==> src/rtl/dmem_arbiter.sv <==
`default_nettype none
// +--------------------------------------------------------------------------+
// | Module  : dmem_arbiter                                                   |
// | Purpose : Two-requester arbiter/sequencer for a single-port 16x32 data   |
// |           memory. Each granted transaction latches its command, drives   |
// |           one memory access cycle, then pulses done for one cycle.       |
// |           Ties are broken round robin.                                   |
// | Ports   : clk, rst          - clock, async active-high reset             |
// |           a_*/b_*           - requester A (CPU) / B (debug) handshake,   |
// |                               command, done pulse and load result        |
// |           mem_en/we/addr/wdata, mem_rdata - memory access interface      |
// |           busy              - high while a transaction is in flight      |
// | Revision: 1.0 - initial release                                          |
// +--------------------------------------------------------------------------+
module dmem_arbiter #(
  parameter int ADDR_W = 4,
  parameter int DATA_W = 32
) (
  input  logic              clk,
  input  logic              rst,
  input  logic              a_req,
  input  logic              a_we,
  input  logic [ADDR_W-1:0] a_addr,
  input  logic [DATA_W-1:0] a_wdata,
  output logic              a_done,
  output logic [DATA_W-1:0] a_rdata,
  input  logic              b_req,
  input  logic              b_we,
  input  logic [ADDR_W-1:0] b_addr,
  input  logic [DATA_W-1:0] b_wdata,
  output logic              b_done,
  output logic [DATA_W-1:0] b_rdata,
  output logic              mem_en,
  output logic              mem_we,
  output logic [ADDR_W-1:0] mem_addr,
  output logic [DATA_W-1:0] mem_wdata,
  input  logic [DATA_W-1:0] mem_rdata,
  output logic              busy
);

  typedef enum logic [1:0] {
    S_IDLE   = 2'd0,
    S_ACCESS = 2'd1,
    S_RESP   = 2'd2
  } state_t;

  localparam logic c_GNT_A = 1'b0;
  localparam logic c_GNT_B = 1'b1;

  state_t            r_state;
  logic              r_last_gnt;
  logic              r_gnt;
  logic              r_we;
  logic [ADDR_W-1:0] r_addr;
  logic [DATA_W-1:0] r_wdata;
  logic              r_mem_en;
  logic              r_mem_we;
  logic              r_a_done;
  logic              r_b_done;
  logic [DATA_W-1:0] r_a_rdata;
  logic [DATA_W-1:0] r_b_rdata;
  logic              r_busy;

  logic              w_pick_b;
  logic              w_we;
  logic [ADDR_W-1:0] w_addr;
  logic [DATA_W-1:0] w_wdata;

  // B wins when it is the only requester, or when both request and A was
  // the most recent grant.
  always_comb begin
    w_pick_b = b_req & (~a_req | (r_last_gnt == c_GNT_A));
    w_we     = w_pick_b ? b_we    : a_we;
    w_addr   = w_pick_b ? b_addr  : a_addr;
    w_wdata  = w_pick_b ? b_wdata : a_wdata;
  end

  always_ff @(posedge clk or posedge rst) begin
    if (rst) begin
      r_state    <= S_IDLE;
      r_last_gnt <= c_GNT_B;
      r_gnt      <= c_GNT_A;
      r_we       <= 1'b0;
      r_addr     <= '0;
      r_wdata    <= '0;
      r_mem_en   <= 1'b0;
      r_mem_we   <= 1'b0;
      r_a_done   <= 1'b0;
      r_b_done   <= 1'b0;
      r_a_rdata  <= '0;
      r_b_rdata  <= '0;
      r_busy     <= 1'b0;
    end else begin
      case (r_state)
        S_IDLE: begin
          if (a_req | b_req) begin
            // The command is captured here only; later input changes are
            // invisible to the transaction in flight.
            r_gnt    <= w_pick_b;
            r_we     <= w_we;
            r_addr   <= w_addr;
            r_wdata  <= w_wdata;
            r_mem_en <= 1'b1;
            r_mem_we <= w_we;
            r_busy   <= 1'b1;
            r_state  <= S_ACCESS;
          end
        end
        S_ACCESS: begin
          if (!r_we) begin
            if (r_gnt == c_GNT_B) begin
              r_b_rdata <= mem_rdata;
            end else begin
              r_a_rdata <= mem_rdata;
            end
          end
          r_mem_en   <= 1'b0;
          r_mem_we   <= 1'b0;
          r_a_done   <= (r_gnt == c_GNT_A);
          r_b_done   <= (r_gnt == c_GNT_B);
          r_last_gnt <= r_gnt;
          r_state    <= S_RESP;
        end
        S_RESP: begin
          r_a_done <= 1'b0;
          r_b_done <= 1'b0;
          r_busy   <= 1'b0;
          r_state  <= S_IDLE;
        end
        default: begin
          r_mem_en <= 1'b0;
          r_mem_we <= 1'b0;
          r_a_done <= 1'b0;
          r_b_done <= 1'b0;
          r_busy   <= 1'b0;
          r_state  <= S_IDLE;
        end
      endcase
    end
  end

  // Address and write data come straight from the latched command, so they
  // hold their last values outside the access cycle.
  assign mem_addr  = r_addr;
  assign mem_wdata = r_wdata;
  assign mem_en    = r_mem_en;
  assign mem_we    = r_mem_we;
  assign a_done    = r_a_done;
  assign b_done    = r_b_done;
  assign a_rdata   = r_a_rdata;
  assign b_rdata   = r_b_rdata;
  assign busy      = r_busy;

endmodule
`default_nettype wire

==> config.mk <==
export PLATFORM = sky130hd
export DESIGN_NAME = dmem_arbiter
export DESIGN_NICKNAME = d
export VERILOG_FILES = /design/src/rtl/dmem_arbiter.sv
export SDC_FILE = /design/constraint.sdc
export NUM_CORES = 1
export LEC_CHECK = 0
export BUFFER_PORTS_ARGS = -buffer_cell sky130_fd_sc_hd__buf_2
export CORE_MARGIN = 3
export CORE_UTILIZATION = 30
export CTS_CLUSTER_DIAMETER = 30
export CTS_CLUSTER_SIZE = 24
export DETAILED_ROUTE_END_ITERATION = 6
export PLACE_DENSITY = 0.61
export REMOVE_ABC_BUFFERS = 1
export SLEW_MARGIN = 30
export SYNTH_ARGS = -nofsm -noshare
export SYNTH_HDL_FRONTEND = slang
export SYNTH_SLANG_ARGS = --single-unit
==> constraint.sdc <==
create_clock -name clk -period 3.6 [get_ports clk]
set_input_delay 0.18 -clock clk [delete_from_list [all_inputs] [get_ports clk]]
set_output_delay 0.18 -clock clk [all_outputs]
set_load 0.005 [all_outputs]
# Yosys cells after proc, flatten, opt, wreduce, memory -nomap -nowiden

Cells that the tools add are included.

Input port bits: 110
Memories: 0
Bits in registers: 110
Bits in latches: 0
ROM bits: 0
Output and inout port bits: 105
Word-level logic and storage cells: 43
Memory bits (writable): 0

Multiply operators: 0
Equality and inequality tests: 3
Reductions and logical operators: 6
Shifts and indexed selects: 0
Mux-type cells: 12
$add $sub $neg: 0
Bitwise logic cells: 9
$lt $le $gt $ge: 0
Div/mod/pow operators: 0

Operators with widths:

| operator                                                              | number |
|---|---|
| 32-bit 2-to-1 mux                                                     | 1 |
| 1-bit case mux with 2 select lines                                    | 5 |
| 1-bit inverter                                                        | 6 |
| 2-bit AND reduction                                                   | 3 |
| 3-bit AND reduction                                                   | 2 |
| 4-bit 2-to-1 mux                                                      | 1 |
| 2-bit case mux with 2 select lines                                    | 1 |
| 1-bit 2-to-1 mux                                                      | 3 |
| 2-bit by 1-bit equality test with 1-bit output, second input constant | 1 |
| 2-bit equality test, second input constant                            | 1 |
| 2-bit zero test                                                       | 1 |
| 2-bit 2-to-1 mux                                                      | 1 |
| 2-bit inequality test, second input constant                          | 1 |
| 1-bit OR                                                              | 2 |
| 1-bit AND                                                             | 1 |

# Longest topological paths before layout

Depth after elaboration: 6
Depth in mapped cells: 5
Depth with buffers taken out: 3

# Worst setup path before layout

OpenSTA, ideal clock, no wires.

Path kind: register to register
Start point: register r_state[1]
End point: register r_a_rdata[10] (netlist: a_rdata[10])
Arrival time: 1.294 ns
Path slack: 2.181 ns
Library setup time: 0.125 ns
Clock period less this slack: 1.419 ns
Buffers on the path: 1
Data required time: 3.475 ns
Cell stages (with the launch flop): 5
Cells stage by stage: dfrtp_1 > nand2b_4 > nor3_4 > buf_6 > mux2_2

Longest elaborated chain between the ends: 2

Ends and longest elaborated chain:

| element                                        | RTL line | text |
|---|---|---|
| start, declared                                | 50       | `state_t r_state;` |
| start signal, assigned                         | 80       | `r_state <= S_IDLE;` |
| start signal, assigned                         | 106      | `r_state <= S_ACCESS;` |
| start signal, assigned                         | 122      | `r_state <= S_RESP;` |
| 2-bit by 1-bit equality test with 1-bit output | 94       | `case (r_state)` |
| 3-bit AND reduction (no line)                  | n/a      |  |
| end signal, assigned                           | 114      | `r_a_rdata <= mem_rdata;` |
| end, declared                                  | 60       | `logic [DATA_W-1:0] r_a_rdata;` |

No other way between the ends.
A chain may end at the register's enable or synchronous reset.

# Final worst setup path

Start point: register r_last_gnt
End point: register r_mem_we (netlist: mem_we)

Longest elaborated chain between the ends: 6

Ends and longest elaborated chain:

| element                            | RTL line | text |
|---|---|---|
| start, declared                    | 51       | `logic r_last_gnt;` |
| start signal, assigned             | 81       | `r_last_gnt <= c_GNT_B;` |
| start signal, assigned             | 121      | `r_last_gnt <= r_gnt;` |
| 1-bit inverter                     | 72       | `w_pick_b = b_req & (~a_req \| (r_last_gnt == c_GNT_A));` |
| 1-bit OR                           | 72       |  |
| 1-bit AND                          | 72       |  |
| 1-bit 2-to-1 mux                   | 73       | `w_we = w_pick_b ? b_we : a_we;` |
| 1-bit 2-to-1 mux                   | 96       | `if (a_req \| b_req) begin` |
| 1-bit case mux with 2 select lines | 94       |  |
| end signal, assigned               | 104      | `r_mem_we <= w_we;` |
| end, declared                      | 57       | `logic r_mem_we;` |

No other way between the ends. The select of a mux whose other input is x is not followed.

==> Flow_metrics.wiki <==
{| class="wikitable"
! Metric !! Value
|-
| Status || completed
|-
| Clock transition at path regs || roughly 80 ps
|-
| Sequential share of the synthesized area || 0.605
|-
| Dpl hpwl || ~8600 µm
|-
| Utilization of the core after routing || 0.419
|-
| Flip-flop and latch count after synthesis || 110
|-
| Flop pwr share || 0.414
|-
| TritonCTS clock tree || yes
|-
| FP Rows || 44
|-
| Proportion of netlist area held by the largest area contributor || 0.599
|-
| Stage delay of the slowest cell on the critical path || 660 ps
|-
| Starting Density || 0.310
|-
| Switching Power || around 1.8 mW
|-
| First-pass GRT wire length || around 19000 µm
|-
| Portion of total power attributed to combinational logic || 0.396
|-
| RSZ-0062 raised after global routing || false
|-
| H-Tree Level Count || 3
|-
| IO Count || 215
|-
| CP max-delay cell || a21bo_2
|-
| Antenna diode count || 0
|-
| Nets || between 600 and 700
|-
| Gpl congestion || approximately 0.81
|-
| Non-filler instance count after layout || roughly 730
|-
| CP startpoint kind || flip-flop
|-
| Vias per cell || ~5
|-
| Cell-by-cell listing of the critical path || a21bo_2 > nand2_1 > a221oi_1
|-
| Vert. Die Dim || 129 µm
|-
| Number of iterations in the first detailed-routing pass || 4
|-
| Netlist Area Pre-Place || around 0.0046 mm²
|-
| Clock latency on the worst-skew pair || ~350 ps
|-
| Critical-path maximum fanout || 38
|-
| Number of fill cells in the layout || 1414
|-
| Power, Total || approximately 5.4 mW
|-
| Total clock buffers created by CTS || 9
|-
| DRC violations left || 0
|-
| Clk sinks || 110
|-
| Total area of sequential cells || approximately 0.0028 mm²
|-
| Leakage Power || slightly below 3 nW
|-
| Required time of the critical path || 3850 ps
|-
| Worst Slack Setup Final || ~1800 ps
|-
| Post-placement cell area || about 0.0058 mm²
|-
| Area of all placed cells without fillers || a little over 0.006 mm²
|-
| Average cell area after synthesis || approximately 14 µm²
|-
| Worst hold path type || in -> reg
|-
| Via Count || around 3600
|-
| Initial antenna violation count || 0
|-
| Maximum root-to-sink buffer count || 2
|-
| Worst setup path category || reg -> reg
|-
| IR drop worst, VDD || approximately 0.35 mV
|-
| Cells taking the most area after synthesis || dfrtp_1, mux2_2, a2bb2oi_1, a211oi_1, nand2_1
|-
| Most frequent cells in the layout || buf_2, dfrtp_1, mux2_2, nand2_1
|-
| Worst clock skew on the final layout || between 8 and 9 ps
|-
| Post-Syn Instances || between 300 and 400
|-
| Final setup fails || 0
|-
| Count of cell types in the netlist || 23
|-
| Setup bufs post-CTS || 0
|-
| Final setup TNS || 0 ps
|-
| Final worst path period need || between 1500 and 2000 ps
|-
| Worst slew margin || 0.478
|-
| DRC marker count from the first detailed-route iteration || 80
|-
| Endpoint kind of the worst setup timing path || flip-flop
|-
| Dpl ws || 1500 ps
|-
| Pwr per Cell Area || 872 mW/mm²
|-
| Transition at the pin with the smallest max-transition slack || slightly below 800 ps
|-
| Total length of routed wires || 12000 µm
|-
| Routed len/inst || between 15 and 20 µm
|-
| Pin count of the biggest net entering global routing || 57
|-
| Total track usage || 0.142
|-
| Final Hold Vio Count || 0
|-
| Final Cycle Share || 0.506
|-
| Final-layout worst hold slack || roughly 60 ps
|-
| Root cell of the clock tree || clkbuf_16
|-
| FMAX || around 550 MHz
|-
| X dimension of the die || ~130 µm
|-
| Layout overhead on the synthesized area || 35.0%
|-
| Area of the die || roughly 0.017 mm²
|-
| Maximum capacitance violations || 0
|-
| Post-placement cell count || between 700 and 800
|-
| Fraction of final layout cells with drive strength greater than 1 || 0.558
|-
| Most common cell after layout, fill and taps aside || buf_2
|-
| Clk network pwr share || 0.190
|-
| Total internal power || 3.61 mW
|-
| Biggest area consumer among synthesized cells || dfrtp_1
|-
| Total area of multi-input combinational cells || 0.00164 mm²
|-
| Number of buffers added on ports || 214
|-
| Number of routed nets with antenna violations || 0
|-
| CP arrival || approximately 2100 ps
|-
| Yosys warning total || 0
|-
| Final-report max-slew violation count || 0
|-
| Sw Ratio || 0.327
|-
| Number of global-route vias before repair || roughly 3800
|-
| Placeable core region || between 0.01 and 0.015 mm²
|-
| Total congestion overflow after global routing || 0
|}
-- state kept, by name (all words and copies together) (netlist names) --
name	count
a_rdata	32
b_rdata	32
mem_wdata	32
mem_addr	4
r_state	2
a_done	1
b_done	1
busy	1
mem_en	1
mem_we	1
r_gnt	1
r_last_gnt	1
r_we	1
-- cells in the mapped netlist --
cell,number
nor2_1,3
mux2_2,60
a21oi_1,2
a21bo_2,1
o21ai_0,1
dfstp_2,1
clkbuf_1,10
nand2b_4,1
a21boi_1,1
a2bb2oi_1,37
inv_1,6
dfrtp_1,109
nand2_1,38
nor3_4,2
mux2_1,4
buf_4,2
buf_2,8
o21bai_1,1
buf_6,7
a221oi_1,1
mux2i_1,3
a211oi_1,37
o22ai_1,1
-- cell type report --
cell class                 instances  share of cell area
clock buffer                      10              0.0372
clock inverter                     6              0.0126
inverter                           6             0.00407
multi-input combinational        193               0.266
sequential                       110               0.448
tap                              184              0.0374
timing repair buffer             223               0.195
-- power by group through the flow --
stage	Clock, mW	Combinational [mW]	Sequential [mW]
floorplan	0	1.07	2.29
global placement	0	2.06	2.21
detailed placement	0	2.11	2.23
CTS	1.06	2.11	2.23
global route	1.12	2.35	2.30
finish	1.02	2.12	2.22
-- layer usage --
layer,wire length (µm),vias up,GRT usage
met5,0,-,0
met4,218,0,0.0556
met2,5440,187,0.227
li1,-,1650,-
met3,1380,16,0.0573
met1,4910,1712,0.173
-- logic make-up after synthesis --
| kind of cell | share of synthesized area |
|---|---|
| and+or+nand+nor | 0.0439 |
| DFF | 0.605 |
| AOI/OAI and AO/OA | 0.144 |
| buffers and inverters | 0.0426 |
| muxes | 0.165 |
-- timing repair --
action / in CTS / in global routing
resized for setup: 0 / 0
endpoints found under the hold margin: 54 / 0
hold buffers: 1 / 0
-- path summary, 6_finish.rpt --
| kind | startpoint | endpoint | slack (ps) | cells after the start |
|---|---|---|---|---|
| worst max-delay path | r_last_gnt | mem_we | 1780 | 3 |
| worst min-delay path | a_wdata[2] | mem_wdata[2] | 60 | 3 |
| worst max register to register | r_last_gnt | mem_we | 1780 | 3 |
| worst min register to register | a_rdata[13] | a_rdata[13] | 490 | 1 |
| max in group asynchronous | rst | r_last_gnt | 2240 | 4 |
| min in group asynchronous | rst | b_rdata[31] | 490 | 3 |
-- worst max-delay path, delay by kind of cell (launching register included) --
kind,cells,cell delay (ps)
and+or+nand+nor,1,200
DFF,1,590
AOI/OAI and AO/OA,2,940
(Power assumes the default switching activity.)
